## src/rtl/fifo_ctrl.sv

```systemverilog
// First-word-fall-through pointer/status controller in front of a 3-port RAM; push-to-head latency 1 cycle, we is combinational.
// No backpressure: a push while full (without pop) or a pop while empty is dropped and latched in a sticky error flag.
module fifo_ctrl #(
  parameter int ADDR_WIDTH = 3,
  parameter int AF_LEVEL   = 2**ADDR_WIDTH - 2,
  parameter int AE_LEVEL   = 2
) (
  input  logic                  clk,
  input  logic                  reset_n,
  input  logic                  wr,
  input  logic                  rd,
  input  logic                  clr_err,
  output logic                  we,
  output logic [ADDR_WIDTH-1:0] w_addr,
  output logic [ADDR_WIDTH-1:0] r_addr,
  output logic [ADDR_WIDTH:0]   count,
  output logic                  full,
  output logic                  empty,
  output logic                  almost_full,
  output logic                  almost_empty,
  output logic                  overflow,
  output logic                  underflow
);

  localparam logic [ADDR_WIDTH:0] DEPTH_CNT = (ADDR_WIDTH+1)'(2**ADDR_WIDTH);
  localparam logic [ADDR_WIDTH:0] AF_CNT    = (ADDR_WIDTH+1)'(AF_LEVEL);
  localparam logic [ADDR_WIDTH:0] AE_CNT    = (ADDR_WIDTH+1)'(AE_LEVEL);

  logic [ADDR_WIDTH-1:0] tail_q, tail_d, head_q, head_d;
  logic [ADDR_WIDTH:0]   count_q, count_d;
  logic full_q, full_d, empty_q, empty_d;
  logic af_q, af_d, ae_q, ae_d;
  logic ovf_q, ovf_d, unf_q, unf_d;
  logic push_ok, pop_ok;

  always_comb begin
    // A push into a full FIFO is legal when the same cycle frees the head slot.
    push_ok = wr & (~full_q | rd);
    pop_ok  = rd & ~empty_q;

    tail_d  = push_ok ? tail_q + ADDR_WIDTH'(1) : tail_q;
    head_d  = pop_ok  ? head_q + ADDR_WIDTH'(1) : head_q;

    count_d = count_q;
    if (push_ok & ~pop_ok)
      count_d = count_q + (ADDR_WIDTH+1)'(1);
    else if (pop_ok & ~push_ok)
      count_d = count_q - (ADDR_WIDTH+1)'(1);

    // Status comes from the next count so it lines up with count every cycle.
    full_d  = (count_d == DEPTH_CNT);
    empty_d = (count_d == '0);
    af_d    = (count_d >= AF_CNT);
    ae_d    = (count_d <= AE_CNT);

    // Setting an error has priority over clearing it.
    ovf_d   = (wr & full_q & ~rd) | (ovf_q & ~clr_err);
    unf_d   = (rd & empty_q)      | (unf_q & ~clr_err);
  end

  always_ff @(posedge clk or negedge reset_n) begin
    if (!reset_n) begin
      tail_q  <= '0;
      head_q  <= '0;
      count_q <= '0;
      full_q  <= 1'b0;
      empty_q <= 1'b1;
      af_q    <= 1'b0;
      ae_q    <= 1'b1;
      ovf_q   <= 1'b0;
      unf_q   <= 1'b0;
    end else begin
      tail_q  <= tail_d;
      head_q  <= head_d;
      count_q <= count_d;
      full_q  <= full_d;
      empty_q <= empty_d;
      af_q    <= af_d;
      ae_q    <= ae_d;
      ovf_q   <= ovf_d;
      unf_q   <= unf_d;
    end
  end

  assign we           = push_ok & reset_n;
  assign w_addr       = tail_q;
  assign r_addr       = head_q;
  assign count        = count_q;
  assign full         = full_q;
  assign empty        = empty_q;
  assign almost_full  = af_q;
  assign almost_empty = ae_q;
  assign overflow     = ovf_q;
  assign underflow    = unf_q;

endmodule

```

## config.mk

```make
export PLATFORM = sky130hd
export DESIGN_NAME = fifo_ctrl
export DESIGN_NICKNAME = d
export VERILOG_FILES = /design/src/rtl/fifo_ctrl.sv
export SDC_FILE = /design/constraint.sdc
export NUM_CORES = 1
export LEC_CHECK = 0
export BUFFER_PORTS_ARGS = -buffer_cell sky130_fd_sc_hd__buf_2
export CAP_MARGIN = 25
export CORE_MARGIN = 2
export CORE_UTILIZATION = 30
export DETAILED_ROUTE_END_ITERATION = 10
export PLACE_DENSITY = 0.53
export SETUP_SLACK_MARGIN = 0.05
export SLEW_MARGIN = 20
export SYNTH_ARGS = -nofsm -noshare
export SYNTH_HDL_FRONTEND = slang
export SYNTH_SLANG_ARGS = --single-unit
```

## constraint.sdc

```tcl
create_clock -name clk -period 2.05 [get_ports clk]
set_input_delay 0.3075 -clock clk [delete_from_list [all_inputs] [get_ports clk]]
set_output_delay 0.3075 -clock clk [all_outputs]
set_load 0.01 [all_outputs]
```

# After elaboration in Yosys (flattened, before gate mapping)
# Index checks and enable logic that the tools add are counted.
# word_totals
register_bits,16
latchBits,0
ramBits,0
rom_bits,0
inputBits,5
output_inout_bits,17
wordCells,38
n_memories,0
# op_classes
addsub,4
multipliers,0
n_div,0
n_lt_le_gt_ge,2
eq_ne,1
n_shift,0
muxes,2
bitwise,19
n_reduce_logical,1
# op_table
operator,n
1-bit AND,10
4-bit 2-to-1 mux,2
3-bit by 1-bit adder with 3-bit output (second input constant),2
1-bit NOT,6
4-bit by 1-bit adder with 4-bit output (second input constant),1
4-bit == test (second input constant),1
4-bit by 3-bit >= comparator with 1-bit output (second input constant),1
4-bit by 2-bit less-or-equal comparator with 1-bit output (second input constant),1
4-bit zero test,1
4-bit by 1-bit subtractor with 4-bit output (second input constant),1
1-bit OR,3

# Depth between registers and ports, before layout
# Gate-level depths: netlist of run 1.
# logic_depth
depth_word,8
mapped_depth,6
mapped_depth_nobuf,5

# Worst setup path before layout of run 1
# No wires, ideal clock.
# synth_timing
path_type,register to register
startpoint,register empty_q (netlist: empty)
endpoint,register full_q (netlist: full)
setup_ns,0.095
arrival_ns,1.411
t_required_ns,1.955
setup_slack_ns,0.544
stages_incl_launch_ff,6
path_buffers,0
period_less_slack_ns,1.506
path_cell_list,dfstp_2 nand2b_2 nor2_4 a22oi_2 xnor2_4 nor4b_2
# synth_between
elab_chain_len,6
word_cells_on_any_way,8
classes_between,eq/ne (1); mux (2); bitwise (5)
# synth_lines
element,line,rtl
"start, declared",31,"logic full_q, full_d, empty_q, empty_d;"
"start signal, assigned",77,empty_q <= empty_d;
1-bit NOT *,39,pop_ok = rd & ~empty_q;
1-bit AND *,39,
1-bit AND or 1-bit NOT (tied branches),"47, 45",
4-bit 2-to-1 mux or 1-bit AND (tied branches),"47, 45",
4-bit 2-to-1 mux *,45,if (push_ok & ~pop_ok)
net count_d[3],30,"logic [ADDR_WIDTH:0] count_q, count_d;"
4-bit == test *,51,full_d = (count_d == DEPTH_CNT);
net full_d,31,
"end signal, assigned",76,full_q <= full_d;
"end, declared",31,
# Mark *: on every way through the listed nets, which the timed path passes. The rest lies on a longest branch.
# A chain may end at the register's enable or synchronous reset.

# Final worst setup path of run 1
# Same ends and word-level chain as after synthesis.

==> results.tsv, run 1 <==
metric	value	unit
synthFlopType	dfrtp_1	
power.switching	0.000685	W
ys_top_cells_by_area	dfrtp_1, dfstp_2, ha_1	
antenna_found_initial	0	
cts_tree	built	
synth_area	830	um^2
drc	0	
chipHeight	56.6	um
root_buffer	clkbuf_4	
status	completed	
syn_nets	73	
synth_edf_count	0	
p_comb_share	50.4	%
firstDrtPassIters	4	
grt_use_met2	15.9	%
die_area	3200	um^2
top_usage_layer	met2	
cts.clk_slew.worst_paths	0.10	ns
internal_power	0.00101	W
yosysTopAreaCellShare	42.2	%
skew	0.00590	ns
io_buffer_count	21	
cpPeakStageDelay	0.58	ns
yosys.area.top_type	dfrtp_1	
vias	565	
start_util	30.9	%
whs_endpoint	overflow	
hpwl	1130	um
grt_use_met3	3.46	%
cp_max_fo	5	
cts_buffers	3	
final_nets	100	
dp_cells	116	
ctsResizeCount	0	
grt_max_degree	17	
critPathSlowestCell	dfstp_2	
core	2690	um^2
worst_slew_pin_slew	0.344	ns
ys_ff_latch	16	
fp-row-count	19	
fin_cells	121	
worst_setup_path_start_kind	flop	
first_global_vias	590	
clock_latency	0.29	ns
tns	0	ns
ioPinCount	22	
ant_nets	0	
postCtsSetupRepairBufs	0	
crit_buf_inv	0	
p_clk_share	12.3	%
synth.avg_cell_area	13.0	um^2
min_path_type	in -> reg	
rsz0062_at_grt	no	
async_flop_share	100	%
holdCritStartpoint	clr_err	
htreeDepth	1	
finalCriticalPeriod	1.64	ns
r2r_setup_slack	0.41	ns
setup_viol	0	
r2r-start	empty	
grtUsageTotal	11.0	%
synth.most_common_cell	dfrtp_1	
slew_headroom	77.0	%
netlist-cell-type-count	35	
ir_drop	0.767	mV
die_w	56.6	um
slew_violations	0	
r2r_end	full	
syn2layout_area_growth	22.9	%
cts.sinks	16	
vias_per_cell	4.67	
drive_above_1_share	50.0	%
clk_path_buf_depth	2	
arrival	1.83	ns
initialDrtViolationCount	9	
p_leak	0.473	nW
fin_crit_sh	79.9	%
fmax	611	MHz
swShare	40.3	%
critPathCaptureType	flop	
rr_worst_depth	5	
yosysSeqAreaShare	48.6	%
crit_type	reg -> reg	
yosysWarnings	0	
critPathTopFamily	flip-flops	
required	2.24	ns
antenna_cells	0	
hold_viol	0	
wire_per_inst	12.3	um
cp_cell_sequence	nand2b_2, nor2_4, a22oi_2, xnor2_4, nor4b_2	
cp.depth	5	
gp_congestion	0.739	
pwr-share-seq	37.3	%
grt_pass1_wl	2640	um
synthTopCellsByCount	dfrtp_1, inv_1, ha_1, xnor2_1	
gr-usage-met1	13.7	%
powerDensity	1670	nW/um^2
routed_wl	1490	um
synth_cells	64	
grt_remaining_overflow	0	
drv_cap	0	
worstHoldPathCells	2	
[cells in the final DEF, fill, tap and decap left out, types with 2 or more instances in the layout]
cell type  netlist  routed
clkbuf_4         0       3
dfrtp_1         14      14
o21ai_0          2       2
a21oi_1          2       2
o22ai_1          2       2
xnor2_2          2       2
dfstp_2          2       2
xnor2_1          4       4
buf_2            0      21
ha_1             4       4
nand2_1          2       2
inv_1            5       5
[per-layer routing]
layer  up-vias  routed length (um)
li1        277                   -
met1       268                 670
met2        14                 683
met3         6                  82
met4         0                  54
met5         -                   0
[flip-flops by register name, indices dropped and copies added (netlist names)]
| name | count |
|---|---|
| almost_empty | 1 |
| almost_full | 1 |
| count | 4 |
| empty | 1 |
| full | 1 |
| overflow | 1 |
| r_addr | 3 |
| underflow | 1 |
| w_addr | 3 |
[timing repair]
action,4_1_cts,5_1_grt
hold endpoints to repair,14,0
setup endpoints to repair,0,0
hold buffers,1,0
[power groups by stage]
stage               clock (W)  combinational (W)  sequential, W
floorplan                   0           0.000548       0.000703
global placement            0           0.000862       0.000634
detailed placement          0           0.000865       0.000642
CTS                  0.000217           0.000873       0.000638
global route         0.000233           0.000945       0.000665
finish               0.000209           0.000857       0.000634
[logic make-up (layout without fill, tap and decap cells)]
family          count (synthesis)  after routing  synth area share, %
flops                          16             16                 48.6
compound gates                 14             14                 14.9
xor+xnor                        7              7                 11.5
fa+ha+maj                       4              4                 6.03
simple gates                   14             14                 12.7
mux                             2              2                 2.71
buf+inv                         7             33                 3.62
[worst max path at each step]
stage	end	slack, ns	startpoint
after floorplan	full	0.54	empty
after global placement	full	0.40	empty
after detailed placement	full	0.44	empty
after CTS	full	0.40	empty
after global routing	full	0.31	empty
final	full	0.41	empty
[area by class of cell]
class,count,area (um^2)
Multi-Input combinational cell,41,397
Fill cell,273,1670
Timing Repair Buffer,23,123
Clock buffer,4,36.3
Sequential cell,16,403
Inverter,6,22.5
Tap cell,31,38.8
[worst reg2reg max path: stages (launching register included)]
cell	delay (ns)
dfstp_2	0.58
nand2b_2	0.20
nor2_4	0.06
a22oi_2	0.28
xnor2_4	0.19
nor4b_2	0.23
[metrics by stage]
step           power, W  area (um^2)  utilization, %  hold WS (ns)  worst slack [ns]
2_1_floorplan   0.00125          830               -        0.0119             0.544
3_3_place_gp    0.00150          973            36.2         0.283             0.399
3_5_place_dp    0.00151          973            36.2         0.282             0.435
4_1_cts         0.00173         1020            38.0         0.209             0.400
5_1_grt         0.00184         1020            38.0         0.211             0.307
6_report        0.00170         1020            38.0         0.219             0.413
No activity file was read; power rests on OpenSTA's default activity.
==> run 2, diff against run 1 <==
==> constraint.sdc (replaced) <==
create_clock -name clk -period 1.52 [get_ports clk]
set_input_delay 0.228 -clock clk [delete_from_list [all_inputs] [get_ports clk]]
set_output_delay 0.228 -clock clk [all_outputs]
set_load 0.01 [all_outputs]
==> run 2 against run 1 <==
  * Clock skew is 0.0051 ns lower
  * Worst hold slack worse by 0.087 ns
  * Non-clock buffer count is 8 higher
  * Critical path depth did not move
  * Die area did not move
  * Wire length up 15%
  * Sequential power increased by 36%
  * Cell count grew 6.6%
  * Clock-buffer cell count did not move
  * Sequential share of layout area decreased by 4.3 points
  * Global-route usage grew 0.99 points
  * Core utilization rose by 5.0 points
  * Critical path type unchanged
==> results.tsv, run 2 (synthesized netlist as in run 1, its figures left out) <==
metric	value	unit	change
start_util	30.9	%	unchanged
setup_viol	0		unchanged
gp_congestion	0.756		+2.3%
cp_max_fo	5		unchanged
ant_nets	0		unchanged
fin_crit_sh	99.2	%	+19 points
hpwl	1210	um	+6.4%
vias_per_cell	4.50		-3.7%
finalCriticalPeriod	1.51	ns	-0.130 ns
cts_buffers	3		unchanged
arrival	1.71	ns	-0.12 ns
cts.clk_slew.worst_paths	0.10	ns	about the same
worst_slew_pin_slew	0.407	ns	+0.0626 ns
final_cell_mix	buf_2, dfrtp_1, buf_4		
grt_max_degree	17		unchanged
clock_latency	0.28	ns	about the same
final_nets	108		+8.0%
p_leak	0.528	nW	+12%
fmax	663	MHz	+8.6%
root_buffer	clkbuf_4		
grt_remaining_overflow	0		unchanged
vias	580		+2.7%
critPathCaptureType	flop		
startpoint	empty		
clk_path_buf_depth	2		unchanged
cts_tree	built		
antenna_found_initial	0		unchanged
initialDrtViolationCount	0		-9
required	1.72	ns	-0.52 ns
worst_setup_path_start_kind	flop		
grtUsageTotal	12.0	%	+0.99 points
ioPinCount	22		unchanged
wire_per_inst	13.3	um	+7.8%
largest_reg_flops	4		unchanged
grt_pass1_wl	2860	um	+8.1%
cpPeakStageDelay	0.57	ns	about the same
dp_cells	120		+3.4%
fin_cells	129		+6.6%
design_area	1150	um^2	+13%
status	completed		
min_path_type	in -> reg		
drc	0		unchanged
io_buffer_count	21		unchanged
tns	0	ns	unchanged
drive_above_1_share	60.2	%	+10 points
powerDensity	2330	nW/um^2	+40%
cp_cell_sequence	nand2b_4, nor2_4, a22oi_2, xnor2_4, nor4b_4		
die_area	3200	um^2	unchanged
firstDrtPassIters	1		-3
slew_headroom	72.8	%	-4.2 points
crit_type	reg -> reg		
core	2690	um^2	unchanged
layout_commonest_cell	buf_2		
critPathSlowestCell	dfstp_2		
antenna_cells	0		unchanged
r2r-start	empty		
ir_drop	0.994	mV	+30%
rsz0062_at_grt	yes		
first_global_vias	611		+3.6%
chipHeight	56.6	um	unchanged
dpl-instance-area	1010	um^2	+3.9%
fp-row-count	19		unchanged
cts.sinks	16		unchanged
skew	0.000810	ns	-0.00509 ns
holdCritStartpoint	clr_err		
die_w	56.6	um	unchanged
slew_violations	0		unchanged
syn2layout_area_growth	39.2	%	
routed_wl	1710	um	+15%
htreeDepth	1		unchanged
drv_cap	0		unchanged
hold_viol	0		unchanged
## run 2: cell count changes in the layout (fill, tap and decap cells not counted), sizes merged
cell / previous run / this run
buf: 22 / 30
## run 2: layer usage
| metal | wire length (um) | track usage [%] | part of all wire [%] | up-vias |
|---|---|---|---|---|
| li1 | - | - | - | 289 |
| met1 | 784 | 15.5 | 46 | 279 |
| met2 | 856 | 18.4 | 50 | 10 |
| met3 | 56 | 3.00 | 3.3 | 2 |
| met4 | 17 | 6.12 | 0.99 | 0 |
| met5 | 0 | 0 | 0 | - |
## run 2: final timing paths
path / to / slack (ns) / cells after the start
worst max register to register: full / 0.01 / 5
worst min-delay path: overflow / 0.13 / 2
worst max-delay path: full / 0.01 / 5
worst min register to register: r_addr[2] / 0.48 / 1
max in group asynchronous: empty / 0.86 / 3
min in group asynchronous: w_addr[2] / 0.41 / 3
## run 2: layout make-up
class | instances | area (um^2)
repair buffers | 31 | 186
flip-flops and latches | 16 | 407
inverters | 6 | 22.5
well taps | 31 | 38.8
multi-input cells | 41 | 464
fillers | 280 | 1530
clock buffers | 4 | 36.3
## run 2: metrics by stage
step	total power (W)	hold slack [ns]	utilization, %	setup WS [ns]
after CTS	0.00252	0.124	40.7	-0.0161
after floorplan	0.00170	-0.0676	-	0.0645
after global placement	0.00211	0.196	37.6	0.0257
after detailed placement	0.00213	0.200	37.6	0.0216
after global routing	0.00288	0.137	43.0	-0.0498
final	0.00269	0.133	43.0	0.0125
## run 2: what timing repair did
item	in CTS	in global routing
endpoints found under the hold margin	14	0
setup buffers	3	1
resized for setup	1	9
hold buffers	1	0
endpoints found under the setup margin	4	6
pin swaps	3	2
## run 2: critical path, delay by kind of cell, from the launching register on
kind	cells	cell delay (ns)
AOI/OAI and AO/OA	1	0.22
DFF	1	0.57
and+or+nand+nor	3	0.43
xor gates and xnor gates	1	0.20
## run 2: report_power, final
group / internal [W] / switching [W] / total (W)
registers: 0.000659 / 0.000202 / 0.000861
clock network: 0.000146 / 0.000142 / 0.000288
logic: 0.000796 / 0.000744 / 0.00154
total: 0.00160 / 0.00109 / 0.00269
==> run 3, diff against run 2 <==
--- a/config.mk
+++ b/config.mk
@@ -11,6 +11,7 @@
 export CORE_UTILIZATION = 30
 export DETAILED_ROUTE_END_ITERATION = 10
 export PLACE_DENSITY = 0.53
+export REMOVE_ABC_BUFFERS = 1
 export SETUP_SLACK_MARGIN = 0.05
 export SLEW_MARGIN = 20
 export SYNTH_ARGS = -nofsm -noshare
==> constraint.sdc (replaced) <==
create_clock -name clk -period 1.5 [get_ports clk]
set_input_delay 0.225 -clock clk [delete_from_list [all_inputs] [get_ports clk]]
set_output_delay 0.225 -clock clk [all_outputs]
set_load 0.01 [all_outputs]
==> run 3 against run 2 <==
  * The run now ends with setup timing left
  * Via count unchanged
  * Cell count increased by 0.78%
  * Critical path depth increased by 1
  * Design area down 1.5%
  * Global-route usage fell by 0.67 points
  * Flip-flop and latch count did not move
  * Fmax is 3.4% lower
  * Register-to-register slack got worse by 0.07 ns
  * Worst hold slack worse by 0.013 ns
  * Sequential power fell by 0.7%
  * Critical endpoint is now almost_full
  * Largest power group unchanged
==> results.tsv, run 3 (synthesized netlist as in run 1, its figures left out) <==
metric	value	unit	change
initialDrtViolationCount	3		+3
skew	0.00383	ns	+0.00302 ns
io_buffer_count	21		unchanged
root_buffer	clkbuf_4		
critPathTopFamily	flip-flops		
worst_setup_path_start_kind	flop		
cpPeakStageDelay	0.58	ns	about the same
wire_per_inst	12.2	um	-8.2%
violations	setup timing		
drive_above_1_share	55.6	%	-4.6 points
critPathCaptureType	flop		
grt_remaining_overflow	0		unchanged
cp_cell_sequence	nand2b_4, nor2_4, a22oi_2, xnor2_4, buf_4, a21o_1		
gp_congestion	0.758		+0.20%
arrival	1.74	ns	+0.03 ns
die_w	56.6	um	unchanged
slew_violations	0		unchanged
cp_max_fo	5		unchanged
final_cell_mix	buf_2, dfrtp_1, buf_4		
firstDrtPassIters	2		+1
hold_viol	0		unchanged
worst_slew_pin_slew	0.351	ns	-0.0552 ns
vias	580		unchanged
crit_buf_inv	1		+1
fmax	640	MHz	-3.4%
power	0.00263	W	-2.2%
syn2layout_area_growth	37.1	%	
cts_buffers	3		unchanged
ioPinCount	22		unchanged
start_util	30.9	%	unchanged
setup_viol	4		+4
clk_path_buf_depth	2		unchanged
grt_max_degree	17		unchanged
layout_commonest_cell	buf_2		
hpwl	1160	um	-3.6%
drv_cap	0		unchanged
status	finished with violations		
cts.clk_slew.worst_paths	0.09	ns	about the same
finalCriticalPeriod	1.56	ns	+0.0538 ns
routed_wl	1580	um	-7.5%
min_path_type	in -> reg		
die_area	3200	um^2	unchanged
design_area	1140	um^2	-1.5%
critPathSlowestCell	dfstp_2		
cts_tree	built		
drc	0		unchanged
final_nets	109		+0.93%
first_global_vias	600		-1.8%
slew_headroom	76.5	%	+3.7 points
p_leak	0.525	nW	-0.45%
ir_drop	1.23	mV	+24%
finalWorstSetupSlack	-0.0613	ns	-0.0738 ns
antenna_cells	0		unchanged
fp-row-count	19		unchanged
required	1.68	ns	-0.04 ns
chipHeight	56.6	um	unchanged
crit_type	reg -> reg		
ant_nets	0		unchanged
fin_crit_sh	104	%	+4.9 points
cts.sinks	16		unchanged
clock_latency	0.29	ns	about the same
largest_reg_flops	4		unchanged
vias_per_cell	4.46		-0.77%
dpl-instance-area	1010	um^2	unchanged
powerDensity	2310	nW/um^2	-0.68%
rsz0062_at_grt	yes		
grtUsageTotal	11.3	%	-0.67 points
antenna_found_initial	0		unchanged
htreeDepth	1		unchanged
core	2690	um^2	unchanged
grt_pass1_wl	2790	um	-2.4%
run 3: stage by stage:
step | setup WS, ns | utilization (%) | hold WS (ns) | setup TNS (ns) | instances
6_report | -0.0613 | 42.3 | 0.119 | -0.136 | 130
5_1_grt | -0.120 | 42.3 | 0.101 | -0.537 | 130
4_1_cts | -0.0509 | 40.7 | 0.104 | -0.0923 | 128
3_5_place_dp | -0.0495 | 37.6 | 0.199 | -0.0495 | 121
3_3_place_gp | -0.000394 | 37.6 | 0.200 | -0.000394 | 121
2_1_floorplan | -0.00559 | - | -0.0706 | -0.00685 | 63
run 3: final cells by class:
type	count	area, um^2
Fill cell	250	1550
Multi-Input combinational cell	41	447
Sequential cell	16	403
Timing Repair Buffer	32	190
Tap cell	31	38.8
Clock buffer	4	36.3
Inverter	6	22.5
run 3: what timing repair did:
item	in CTS	in global routing
resized for setup	3	3
endpoints found under the hold margin	14	0
buffers inserted	2	2
setup endpoints to repair	5	6
pin swaps	5	3
hold buffers	1	0
run 3: routing by layer:
metal	track usage, %	vias to the layer above	part of all wire [%]
met3	5.07	2	6.8
met4	2.04	0	0.69
li1	-	299	-
met1	13.6	264	42
met5	0	-	0
met2	18.8	15	51
run 3: worst paths after layout:
kind                                start            to  slack (ns)  cells past startpoint
worst max-delay path                empty   almost_full       -0.06                      6
worst min-delay path              clr_err      overflow        0.12                      2
worst max register to register      empty   almost_full       -0.06                      6
worst min register to register  r_addr[2]     r_addr[2]        0.47                      1
max in group asynchronous         reset_n  almost_empty        0.84                      3
min in group asynchronous         reset_n      overflow        0.42                      3
run 3: power by group:
part | switching (W) | internal [W] | leakage [nW] | total (W)
Clock | 0.000133 | 0.000148 | 0.0210 | 0.000281
Sequential | 0.000195 | 0.000661 | 0.190 | 0.000855
Combinational | 0.000715 | 0.000779 | 0.314 | 0.00149
Total | 0.00104 | 0.00159 | 0.525 | 0.00263
